<file path="config.mk">
export PLATFORM = sky130hd
export DESIGN_NAME = i2s_rx_feeder_flat
export DESIGN_NICKNAME = d
export VERILOG_FILES = /design/src/rtl/fir_pkg.sv /design/src/rtl/i2s_rx_feeder_if.sv /design/src/rtl/sync_2ff.sv /design/src/rtl/i2s_rx_feeder.sv /design/src/flat_wrapper.sv
export SDC_FILE = /design/constraint.sdc
export NUM_CORES = 1
export LEC_CHECK = 0
export CORE_ASPECT_RATIO = 1.25
export CORE_MARGIN = 10
export CORE_UTILIZATION = 35
export CTS_CLUSTER_DIAMETER = 50
export DETAILED_ROUTE_END_ITERATION = 12
export GPL_TIMING_DRIVEN = 0
export PLACE_DENSITY = 0.65
export SYNTH_ARGS = -nofsm -noshare
export SYNTH_HDL_FRONTEND = slang
export SYNTH_SLANG_ARGS = --single-unit
</file>
<file path="constraint.sdc">
create_clock -name clk -period 2 [get_ports clk]
set_clock_uncertainty 0.15 [all_clocks]
set_input_delay 0.3 -clock clk [delete_from_list [all_inputs] [get_ports clk]]
set_output_delay 0.3 -clock clk [all_outputs]
set_load 0.02 [all_outputs]
</file>
<file path="src/rtl/fir_pkg.sv">
// Shared FIR-side definitions: default data width, tap count and the state
// encodings used by the I2S feeder FSMs.
package fir_pkg;

    localparam int FIR_WIDTH = 24;
    localparam int FIR_TAPS  = 128;

    typedef enum logic [1:0] {
        IDLE  = 2'd0,
        SKIP  = 2'd1,
        SHIFT = 2'd2,
        HOLD  = 2'd3
    } des_state_t;

    typedef enum logic {
        B_IDLE = 1'b0,
        B_RUN  = 1'b1
    } burst_state_t;

    // Counter width for a 0..n-1 range, never narrower than one bit.
    function automatic int cnt_width(input int n);
        return (n > 1) ? $clog2(n) : 1;
    endfunction

endpackage

</file>
<file path="src/rtl/i2s_rx_feeder_if.sv">
// FIR-facing bundle of the I2S feeder: sample, step enable, strobes and flags.
interface i2s_rx_feeder_if
    import fir_pkg::*;
#(
    parameter int WIDTH = FIR_WIDTH
);

    logic signed [WIDTH-1:0] input_sig;
    logic                    ready;
    logic                    sample_valid;
    logic                    overrun;
    logic                    frame_err;
    logic                    clr_flags;

    modport master (
        output input_sig,
        output ready,
        output sample_valid,
        output overrun,
        output frame_err,
        input  clr_flags
    );

    modport slave (
        input  input_sig,
        input  ready,
        input  sample_valid,
        input  overrun,
        input  frame_err,
        output clr_flags
    );

endinterface

</file>
<file path="src/rtl/sync_2ff.sv">
// Two-flop synchroniser bringing one asynchronous bit into the clk domain.
module sync_2ff (
    input  logic clk,
    input  logic rst_n,
    input  logic d,
    output logic q
);

    logic meta_r;
    logic q_r;

    // Two-stage capture of the asynchronous input
    always_ff @(posedge clk or negedge rst_n) begin
        if (!rst_n) begin
            meta_r <= 1'b0;
            q_r    <= 1'b0;
        end else begin
            meta_r <= d;
            q_r    <= meta_r;
        end
    end

    assign q = q_r;

endmodule

</file>
<file path="src/rtl/i2s_rx_feeder.sv">
// Captures one I2S slot per frame and presents each accepted word to the FIR
// for a burst of TAPS consecutive step enables.
module i2s_rx_feeder
    import fir_pkg::*;
#(
    parameter int WIDTH   = FIR_WIDTH,
    parameter int TAPS    = FIR_TAPS,
    parameter int CHANNEL = 0
) (
    input  logic            clk,
    input  logic            rst_n,
    input  logic            i2s_sck,
    input  logic            i2s_ws,
    input  logic            i2s_sd,
    i2s_rx_feeder_if.master fir
);

    localparam int              CW       = cnt_width(TAPS);
    localparam int              BW       = cnt_width(WIDTH);
    localparam logic            CH_WS    = (CHANNEL != 0) ? 1'b1 : 1'b0;
    localparam logic [BW-1:0]   LAST_BIT = BW'(WIDTH - 1);
    localparam logic [CW-1:0]   LAST_TAP = CW'(TAPS - 1);

    logic sck_s, ws_s, sd_s;
    logic sck_d_r, ws_d_r;
    logic sck_rise_s, ws_tog_s, slot_start_s, done_s, ferr_set_s;
    logic [WIDTH-1:0] word_s;

    des_state_t              des_state_r;
    logic [BW-1:0]           bit_cnt_r;
    logic [WIDTH-1:0]        shift_r;
    logic                    frame_err_r;

    burst_state_t            burst_r;
    logic [CW-1:0]           tap_cnt_r;
    logic                    ready_r;
    logic                    sample_valid_r;
    logic                    overrun_r;
    logic signed [WIDTH-1:0] input_sig_r;

    sync_2ff u_sync_sck (.clk(clk), .rst_n(rst_n), .d(i2s_sck), .q(sck_s));
    sync_2ff u_sync_ws  (.clk(clk), .rst_n(rst_n), .d(i2s_ws),  .q(ws_s));
    sync_2ff u_sync_sd  (.clk(clk), .rst_n(rst_n), .d(i2s_sd),  .q(sd_s));

    // Previous synchronised sck/ws for edge detection
    always_ff @(posedge clk or negedge rst_n) begin
        if (!rst_n) begin
            sck_d_r <= 1'b0;
            ws_d_r  <= 1'b0;
        end else begin
            sck_d_r <= sck_s;
            ws_d_r  <= ws_s;
        end
    end

    // Edge events, next shift value and word-complete strobe
    always_comb begin
        sck_rise_s   = sck_s & ~sck_d_r;
        ws_tog_s     = ws_s ^ ws_d_r;
        slot_start_s = ws_tog_s & (ws_s == CH_WS);
        word_s       = (shift_r << 1) | WIDTH'(sd_s);
        ferr_set_s   = ws_tog_s & ((des_state_r == SKIP) | (des_state_r == SHIFT));
        done_s       = (des_state_r == SHIFT) & ~ws_tog_s & sck_rise_s & (bit_cnt_r == LAST_BIT);
    end

    // Deserialiser: slot alignment, MSB-first shift and framing error flag
    always_ff @(posedge clk or negedge rst_n) begin
        if (!rst_n) begin
            des_state_r <= IDLE;
            bit_cnt_r   <= {BW{1'b0}};
            shift_r     <= {WIDTH{1'b0}};
            frame_err_r <= 1'b0;
        end else begin
            case (des_state_r)
                IDLE: begin
                    if (slot_start_s) begin
                        des_state_r <= SKIP;
                    end else begin
                        des_state_r <= IDLE;
                    end
                end
                SKIP: begin
                    // A toggle here may itself be a new slot start
                    if (ws_tog_s) begin
                        des_state_r <= slot_start_s ? SKIP : IDLE;
                    end else if (sck_rise_s) begin
                        des_state_r <= SHIFT;
                        bit_cnt_r   <= {BW{1'b0}};
                    end else begin
                        des_state_r <= SKIP;
                    end
                end
                SHIFT: begin
                    if (ws_tog_s) begin
                        des_state_r <= slot_start_s ? SKIP : IDLE;
                    end else if (sck_rise_s) begin
                        shift_r <= word_s;
                        if (bit_cnt_r == LAST_BIT) begin
                            des_state_r <= HOLD;
                        end else begin
                            bit_cnt_r <= bit_cnt_r + 1'b1;
                        end
                    end else begin
                        des_state_r <= SHIFT;
                    end
                end
                HOLD: begin
                    if (ws_tog_s) begin
                        des_state_r <= IDLE;
                    end else begin
                        des_state_r <= HOLD;
                    end
                end
                default: des_state_r <= IDLE;
            endcase

            if (ferr_set_s) begin
                frame_err_r <= 1'b1;
            end else if (fir.clr_flags) begin
                frame_err_r <= 1'b0;
            end else begin
                frame_err_r <= frame_err_r;
            end
        end
    end

    // Sample hand-off and TAPS-cycle ready burst; words arriving mid-burst are dropped
    always_ff @(posedge clk or negedge rst_n) begin
        if (!rst_n) begin
            burst_r        <= B_IDLE;
            tap_cnt_r      <= {CW{1'b0}};
            ready_r        <= 1'b0;
            sample_valid_r <= 1'b0;
            overrun_r      <= 1'b0;
            input_sig_r    <= {WIDTH{1'b0}};
        end else begin
            sample_valid_r <= 1'b0;
            if (done_s && (burst_r == B_IDLE) && !sample_valid_r) begin
                input_sig_r    <= word_s;
                sample_valid_r <= 1'b1;
            end else if (done_s) begin
                overrun_r <= 1'b1;
            end else if (fir.clr_flags) begin
                overrun_r <= 1'b0;
            end else begin
                overrun_r <= overrun_r;
            end

            case (burst_r)
                B_IDLE: begin
                    if (sample_valid_r) begin
                        burst_r   <= B_RUN;
                        tap_cnt_r <= {CW{1'b0}};
                        ready_r   <= 1'b1;
                    end else begin
                        ready_r <= 1'b0;
                    end
                end
                B_RUN: begin
                    if (tap_cnt_r == LAST_TAP) begin
                        burst_r   <= B_IDLE;
                        tap_cnt_r <= {CW{1'b0}};
                        ready_r   <= 1'b0;
                    end else begin
                        tap_cnt_r <= tap_cnt_r + 1'b1;
                        ready_r   <= 1'b1;
                    end
                end
                default: begin
                    burst_r <= B_IDLE;
                    ready_r <= 1'b0;
                end
            endcase
        end
    end

    assign fir.input_sig    = input_sig_r;
    assign fir.ready        = ready_r;
    assign fir.sample_valid = sample_valid_r;
    assign fir.overrun      = overrun_r;
    assign fir.frame_err    = frame_err_r;

endmodule

</file>
<file path="src/flat_wrapper.sv">
// flat-port wrapper written by rule: the top's interface ports become plain ports
module i2s_rx_feeder_flat import fir_pkg::*;
#(
    parameter int WIDTH   = FIR_WIDTH,
    parameter int TAPS    = FIR_TAPS,
    parameter int CHANNEL = 0
)
  (clk, rst_n, i2s_sck, i2s_ws, i2s_sd, fir_input_sig, fir_ready, fir_sample_valid, fir_overrun, fir_frame_err, fir_clr_flags);
  i2s_rx_feeder_if #(.WIDTH(WIDTH)) fir_i ();
  input  logic clk;
  input  logic rst_n;
  input  logic i2s_sck;
  input  logic i2s_ws;
  input  logic i2s_sd;
  output wire logic [$bits(fir_i.input_sig)-1:0] fir_input_sig;
  output wire logic [$bits(fir_i.ready)-1:0] fir_ready;
  output wire logic [$bits(fir_i.sample_valid)-1:0] fir_sample_valid;
  output wire logic [$bits(fir_i.overrun)-1:0] fir_overrun;
  output wire logic [$bits(fir_i.frame_err)-1:0] fir_frame_err;
  input wire logic [$bits(fir_i.clr_flags)-1:0] fir_clr_flags;
  assign fir_input_sig = fir_i.input_sig;
  assign fir_ready = fir_i.ready;
  assign fir_sample_valid = fir_i.sample_valid;
  assign fir_overrun = fir_i.overrun;
  assign fir_frame_err = fir_i.frame_err;
  assign fir_i.clr_flags = fir_clr_flags;
  i2s_rx_feeder #(.WIDTH(WIDTH), .TAPS(TAPS), .CHANNEL(CHANNEL)) u_core (.clk(clk), .rst_n(rst_n), .i2s_sck(i2s_sck), .i2s_ws(i2s_ws), .i2s_sd(i2s_sd), .fir(fir_i));
endmodule
</file>
==> results of run 1 <==
## metal layers
metal  global-route usage  vias to the layer above
li1                     -                      892
met1                0.108                      968
met2                0.144                       30
met3               0.0444                        5
met4               0.0386                        0
met5                    0                        -
## critical path: cells and delay by family (launching register included)
kind | cells | cell delay [ns]
DFF | 1 | 0.37
and+or+nand+nor | 2 | 0.36
adders and majority gates | 1 | 0.26
buffers and inverters | 3 | 0.38
muxes | 1 | 0.30
## through the flow
step                      setup slack, ns  std cells  power (uW)  cell area [um2]
after global placement              -2.03        370        1790             3540
after detailed placement           -0.350        371        1810             3560
final                              0.0530        397        2800             3980
after global routing              -0.0671        397        2930             3980
after floorplan                  -0.00309        217        1700             3060
after CTS                         -0.0555        392        2820             3860
## placed cells by master, fill, tap and decap left out, types with 2 or more instances in the layout
| cell type | instances |
|---|---|
| dfrtp_1 | 72 |
| clkdlybuf4s50_1 | 32 |
| mux2_4 | 24 |
| mux2_2 | 23 |
| clkbuf_8 | 10 |
| buf_4 | 9 |
| inv_1 | 8 |
| nand2_1 | 8 |
| o21ai_0 | 8 |
| mux2i_1 | 6 |
| a21oi_1 | 5 |
| buf_8 | 4 |
| nand3_1 | 4 |
| ha_1 | 4 |
| clkbuf_1 | 3 |
| nor2b_1 | 3 |
| and3b_1 | 3 |
| o2bb2ai_1 | 3 |
| ha_4 | 3 |
| inv_2 | 2 |
| nand4b_1 | 2 |
| nand4_1 | 2 |
| nor2_1 | 2 |
| nand2b_1 | 2 |
| nor4bb_1 | 2 |
| nor3_1 | 2 |
| o22ai_1 | 2 |
| or3b_2 | 2 |
| clkinv_2 | 2 |
## cell type report
cell class              instances  area (um2)
plain buffers                   7        61.3
clock buffers                  12         145
clock inverters                 3        17.5
fillers                       777        4630
inverters                      10        37.5
multi-input cells             127        1270
flip-flops and latches         73        1830
well taps                     120         150
repair buffers                 45         469
## kinds of logic (layout without fill, tap and decap cells)
kind of cell	Yosys count	in the layout	share of synthesized area
fa+ha+maj	7	7	0.0287
compound gates	29	29	0.0636
buf+inv	17	77	0.0271
simple gates	38	38	0.0882
mux	53	53	0.193
flops	73	73	0.599
## power groups by stage
stage | combinational (uW) | sequential (uW) | clock [uW]
floorplan | 123 | 1580 | 0
global placement | 223 | 1570 | 0
detailed placement | 235 | 1570 | 0
CTS | 267 | 1540 | 1010
global route | 301 | 1550 | 1080
finish | 266 | 1540 | 990
## sequential cells by signal, summed over array words and instances (netlist names)
| signal | cells |
|---|---|
| u_core.ws_d_r | 1 |
| u_core.fir.overrun | 1 |
| u_core.fir.sample_valid | 1 |
| u_core.u_sync_sd.q | 1 |
| u_core.shift_r | 23 |
| u_core.fir.frame_err | 1 |
| u_core.burst_r | 1 |
| u_core.u_sync_sd.meta_r | 1 |
| u_core.des_state_r | 2 |
| u_core.fir.input_sig | 24 |
| u_core.bit_cnt_r | 5 |
| u_core.u_sync_sck.meta_r | 1 |
| u_core.tap_cnt_r | 7 |
| u_core.u_sync_ws.meta_r | 1 |
| u_core.sck_d_r | 1 |
| u_core.u_sync_ws.q | 1 |
| u_core.u_sync_sck.q | 1 |
## worst paths after layout
path	start	end	slack, ns	depth (start not counted)
max	u_core.u_sync_ws.q$_DFF_PN0_	u_core.fir.input_sig[6]$_DFFE_PN0P_	0.05	7
min	u_core.u_sync_sd.meta_r$_DFF_PN0_	u_core.u_sync_sd.q$_DFF_PN0_	0.20	0
max reg2reg	u_core.u_sync_ws.q$_DFF_PN0_	u_core.fir.input_sig[6]$_DFFE_PN0P_	0.05	7
min reg2reg	u_core.u_sync_sd.meta_r$_DFF_PN0_	u_core.u_sync_sd.q$_DFF_PN0_	0.20	0
max in group asynchronous	rst_n	u_core.shift_r[10]$_DFFE_PN0P_	0.84	3
min in group asynchronous	rst_n	u_core.tap_cnt_r[0]$_DFFE_PN0P_	0.30	2
## what timing repair did
item	CTS	global route
endpoints found under the hold margin	34	0
hold buffers	1	0
resized for setup	24	18
gates cloned	1	1
buffers inserted	4	4
pin swaps	2	2
endpoints found under the setup margin	42	42
==> flow_metrics.py, run 1 <==
metrics = {
    "floorplan": {
        "start_util": 0.354,
        "core_mm2": 0.00861,
        "die_w_um": 103,
        "dieArea_mm2": 0.0129,
        "row_count": 38,
        "die_y_um": 124,
        "ios": 34,
    },
    "placement": {
        "gp_congestion": 0.790,
        "dp_hpwl_um": 3850,
        "port_buffers": 33,
    },
    "critical_path": {
        "worstSetupEndpointType": "flop",
        "worst_ep_required_time_ns": 2.07,
        "cpPeakStageDelay_ns": 0.37,
        "crit_chain": "inv_2 > ha_4 > nand4b_1 > nor4_4 > buf_6 > buf_8 > mux2_4",
        "critPathLaunchType": "flop",
        "crit_type": "flop to flop",
        "worstPathArrival_ns": 2.02,
        "critical_path.max_fanout": 5,
        "crit_slowest_cell": "dfrtp_1",
    },
    "pwr": {
        "ir_worst_vdd_v": 0.000499,
        "swShare": 0.247,
        "p_per_area_mw_per_mm2": 704,
        "pwr-share-seq": 0.551,
        "p_comb_frac": 0.095,
        "switching_power_uw": 692,
        "pwr-share-clk": 0.354,
        "p_int_uw": 2110,
        "p_leak_uw": 0.00188,
    },
    "sta": {
        "fin_crit_ns": 1.95,
        "worst_pin_slew_ns": 0.458,
        "finalSetupTns_ns": 0,
        "max_freq_ghz": 0.514,
        "slew_headroom": 0.695,
        "rsz0062_at_grt": "yes",
        "whs_ns": 0.201,
        "finalCritPeriodShare": 0.974,
        "finalHoldViolCount": 0,
        "final-setup-viol-count": 0,
        "slew_viol_final": 0,
    },
    "cells_and_area": {
        "n_antenna_cell": 0,
        "nNetsFinal": 286,
        "synthToLayoutAreaGrowth_pct": 30.4,
        "finish.utilization": 0.462,
        "drive_gt1_frac": 0.318,
    },
    "grt": {
        "grt_use_total": 0.0936,
        "grt_max_degree": 40,
        "grt_overflow": 0,
        "grt_pass1_wl_um": 9530,
        "antenna_found_initial": 0,
        "grt_pass1_vias": 1964,
    },
    "yosys": {
        "synthCells": 217,
        "synth-main-ff-cell": "dfrtp_1",
        "synth-seq-cells": 73,
        "yosys-top-cells-count": "dfrtp_1, mux2_2, inv_1",
        "seq_area_frac_synth": 0.599,
        "synth_top_area_share": 0.599,
        "async_reset_ff_frac": 1.00,
        "synthesis.nets": 230,
        "yosysMostFrequentCell": "dfrtp_1",
        "synth_area_leaders": "dfrtp_1, mux2_2, ha_1",
        "ys_warn_count": 0,
        "yosysTopAreaCell": "dfrtp_1",
        "avgSynthCellArea_um2": 14.1,
        "synth_edf_count": 0,
        "yosysUniqueCellTypes": 40,
        "netlist_area_mm2": 0.00305,
    },
    "clocking": {
        "numCtsBuffers": 9,
        "clk_latency_ns": 0.34,
        "clk_pin_slew_ns": 0.07,
        "cts_tree": "built",
        "clk_root_buffer_cell": "clkbuf_8",
        "cts.sinks": 73,
        "clockBufferDepth": 2,
        "htree_levels": 3,
    },
    "routing": {
        "drt_first_pass_iters": 6,
        "avgRoutedWirePerCell_um": 14.6,
        "ant_nets": 0,
        "m1WireLength_um": 2600,
        "routed_via_density": 4.77,
        "dr.first_iter.drc_count": 126,
        "wl_met3_um": 368,
        "wirelength_um": 5810,
        "route.met2.wl_um": 2780,
        "drc": 0,
        "top_layer_used": "met4",
        "via_count": 1895,
    },
    "hold_path": {
        "hold_class": "flop to flop",
    },
    "job": {
        "max_cap_viol_count": 0,
    },
    "status": {
        "status": "complete, no violations",
    },
}
No activity file was read; power rests on OpenSTA's default activity.
==> inputs of run 2 (changes only) <==
--- a/config.mk
+++ b/config.mk
@@ -7,11 +7,11 @@
 export LEC_CHECK = 0
 export CORE_ASPECT_RATIO = 1.25
 export CORE_MARGIN = 10
-export CORE_UTILIZATION = 35
+export CORE_UTILIZATION = 42
 export CTS_CLUSTER_DIAMETER = 50
 export DETAILED_ROUTE_END_ITERATION = 12
 export GPL_TIMING_DRIVEN = 0
-export PLACE_DENSITY = 0.65
+export PLACE_DENSITY = 0.74
 export SYNTH_ARGS = -nofsm -noshare
 export SYNTH_HDL_FRONTEND = slang
 export SYNTH_SLANG_ARGS = --single-unit
==> run 2 against run 1 <==
Non-clock buffer count fell by 1. Largest cell class unchanged. Via count is 1.5% lower. Combinational power is 6% lower. Total power up 0.26%. Sequential cell count unchanged. Register-to-register slack barely moved. Largest power group unchanged. Critical path depth is the same.
==> flow_metrics.py, run 2 (synthesis results as in run 1) <==
metrics = {
    "floorplan": {
        "ios": 34,
        "dieArea_mm2": 0.0111,
        "die_w_um": 96.2,
        "row_count": 34,
        "die_y_um": 115,
        "start_util": 0.434,
        "core_mm2": 0.00702,
    },
    "critical_path": {
        "timing.critical_path.max_delay_family": "buffers and inverters",
        "worst_ep_required_time_ns": 2.06,
        "cpPeakStageDelay_ns": 0.38,
        "crit_buf_inv": 3,
        "critical_path.max_fanout": 5,
        "crit_chain": "inv_2 > ha_4 > nand4b_1 > nor4_4 > buf_6 > buf_8 > mux2_4",
        "worstSetupEndpointType": "flop",
        "worstPathArrival_ns": 2.01,
        "crit_type": "flop to flop",
        "crit_slowest_cell": "dfrtp_1",
        "critPathLaunchType": "flop",
    },
    "cells_and_area": {
        "largest_register_ffs": 24,
        "fin_cells": 367,
        "final_common_cell": "dfrtp_1",
        "final_design_area_no_fill_mm2": 0.00394,
        "nNetsFinal": 285,
        "drive_gt1_frac": 0.318,
        "n_antenna_cell": 0,
        "synthToLayoutAreaGrowth_pct": 29.1,
        "mostFrequentLayoutCells": "dfrtp_1, clkdlybuf4s50_1, mux2_4, mux2_2, clkbuf_8",
        "nFillCells": 545,
    },
    "clocking": {
        "cts.sinks": 73,
        "clockBufferDepth": 2,
        "clk_root_buffer_cell": "clkbuf_8",
        "htree_levels": 3,
        "clk_pin_slew_ns": 0.07,
        "cts_tree": "built",
        "clk_latency_ns": 0.33,
        "numCtsBuffers": 9,
    },
    "sta": {
        "fin_crit_ns": 1.95,
        "whs_ns": 0.199,
        "worst_pin_slew_ns": 0.895,
        "max_freq_ghz": 0.513,
        "final-setup-viol-count": 0,
        "finalCritPeriodShare": 0.975,
        "finalHoldViolCount": 0,
        "slew_headroom": 0.403,
        "slew_viol_final": 0,
    },
    "placement": {
        "dpl.cell_count": 340,
        "gp_congestion": 0.740,
        "dp_hpwl_um": 3680,
        "port_buffers": 33,
        "placed_cell_area_mm2": 0.00350,
    },
    "job": {
        "max_cap_viol_count": 0,
    },
    "pwr": {
        "ir_worst_vdd_v": 0.000626,
        "pwr-share-clk": 0.360,
        "swShare": 0.238,
        "p_leak_uw": 0.00188,
        "p_int_uw": 2140,
        "switching_power_uw": 666,
        "p_per_area_mw_per_mm2": 713,
        "pwr-share-seq": 0.550,
        "p_comb_frac": 0.089,
    },
    "routing": {
        "drc": 0,
        "routed_via_density": 5.08,
        "wirelength_um": 5660,
        "via_count": 1866,
        "dr.first_iter.drc_count": 124,
        "avgRoutedWirePerCell_um": 15.4,
        "ant_nets": 0,
        "drt_first_pass_iters": 3,
    },
    "grt": {
        "grt_pass1_vias": 1975,
        "grt_use_total": 0.110,
        "antenna_found_initial": 0,
        "grt_overflow": 0,
        "grt_pass1_wl_um": 9740,
        "grt_max_degree": 74,
    },
    "status": {
        "status": "complete, no violations",
    },
    "hold_path": {
        "hold_class": "flop to flop",
    },
}
run 2: repair_timing:
action / 4_1_cts / 5_1_grt
setup endpoints to repair: 42 / 42
hold buffers: 1 / 0
pin swaps: 1 / 2
gates resized for setup: 34 / 10
setup buffers: 3 / 5
gates cloned: 2 / 0
hold endpoints to repair: 73 / 0
run 2: per-stage QoR:
stage / setup TNS [ns] / power, uW / util / setup slack (ns)
after global routing: -0.000371 / 2950 / 0.561 / -0.000371
after detailed placement: -7.54 / 1790 / 0.499 / -0.301
after CTS: -0.459 / 2840 / 0.550 / -0.0564
after global placement: -151.22 / 1790 / 0.500 / -1.97
final: 0 / 2800 / 0.561 / 0.0507
after floorplan: -0.0296 / 1700 / - / -0.00309
run 2: final timing paths:
| check | depth (start not counted) | to | startpoint | slack (ns) |
|---|---|---|---|---|
| max in group asynchronous | 2 | u_core.bit_cnt_r[0]$_DFFE_PN0P_ | rst_n | 0.60 |
| setup / recovery | 7 | u_core.fir.input_sig[4]$_DFFE_PN0P_ | u_core.u_sync_ws.q$_DFF_PN0_ | 0.05 |
| hold / removal | 0 | u_core.u_sync_ws.q$_DFF_PN0_ | u_core.u_sync_ws.meta_r$_DFF_PN0_ | 0.20 |
| setup reg to reg | 7 | u_core.fir.input_sig[4]$_DFFE_PN0P_ | u_core.u_sync_ws.q$_DFF_PN0_ | 0.05 |
| hold reg to reg | 0 | u_core.u_sync_ws.q$_DFF_PN0_ | u_core.u_sync_ws.meta_r$_DFF_PN0_ | 0.20 |
| min in group asynchronous | 2 | u_core.fir.input_sig[8]$_DFFE_PN0P_ | rst_n | 0.49 |
run 2: layout make-up:
class	instances	area, um2	share of cell area
Multi-Input combinational cell	127	1270	0.322
Clock buffer	13	159	0.0404
Buffer	7	68.8	0.0175
Sequential cell	73	1830	0.464
Inverter	10	37.5	0.00954
Timing Repair Buffer	44	448	0.114
Clock inverter	3	15.0	0.00381
Tap cell	90	113	0.0286
run 2: routing by layer:
layer | global-route usage | up-vias | share of wire
li1 | - | 891 | -
met1 | 0.139 | 939 | 0.45
met2 | 0.162 | 30 | 0.47
met3 | 0.0463 | 6 | 0.066
met4 | 0.0443 | 0 | 0.015
met5 | 0 | - | 0
run 2: power by group through the flow:
stage,Combinational [uW],Clock (uW),Sequential (uW)
4_1_cts,249,1050,1540
2_1_floorplan,123,0,1580
3_5_place_dp,217,0,1570
5_1_grt,290,1120,1550
3_3_place_gp,214,0,1570
6_report,250,1010,1540
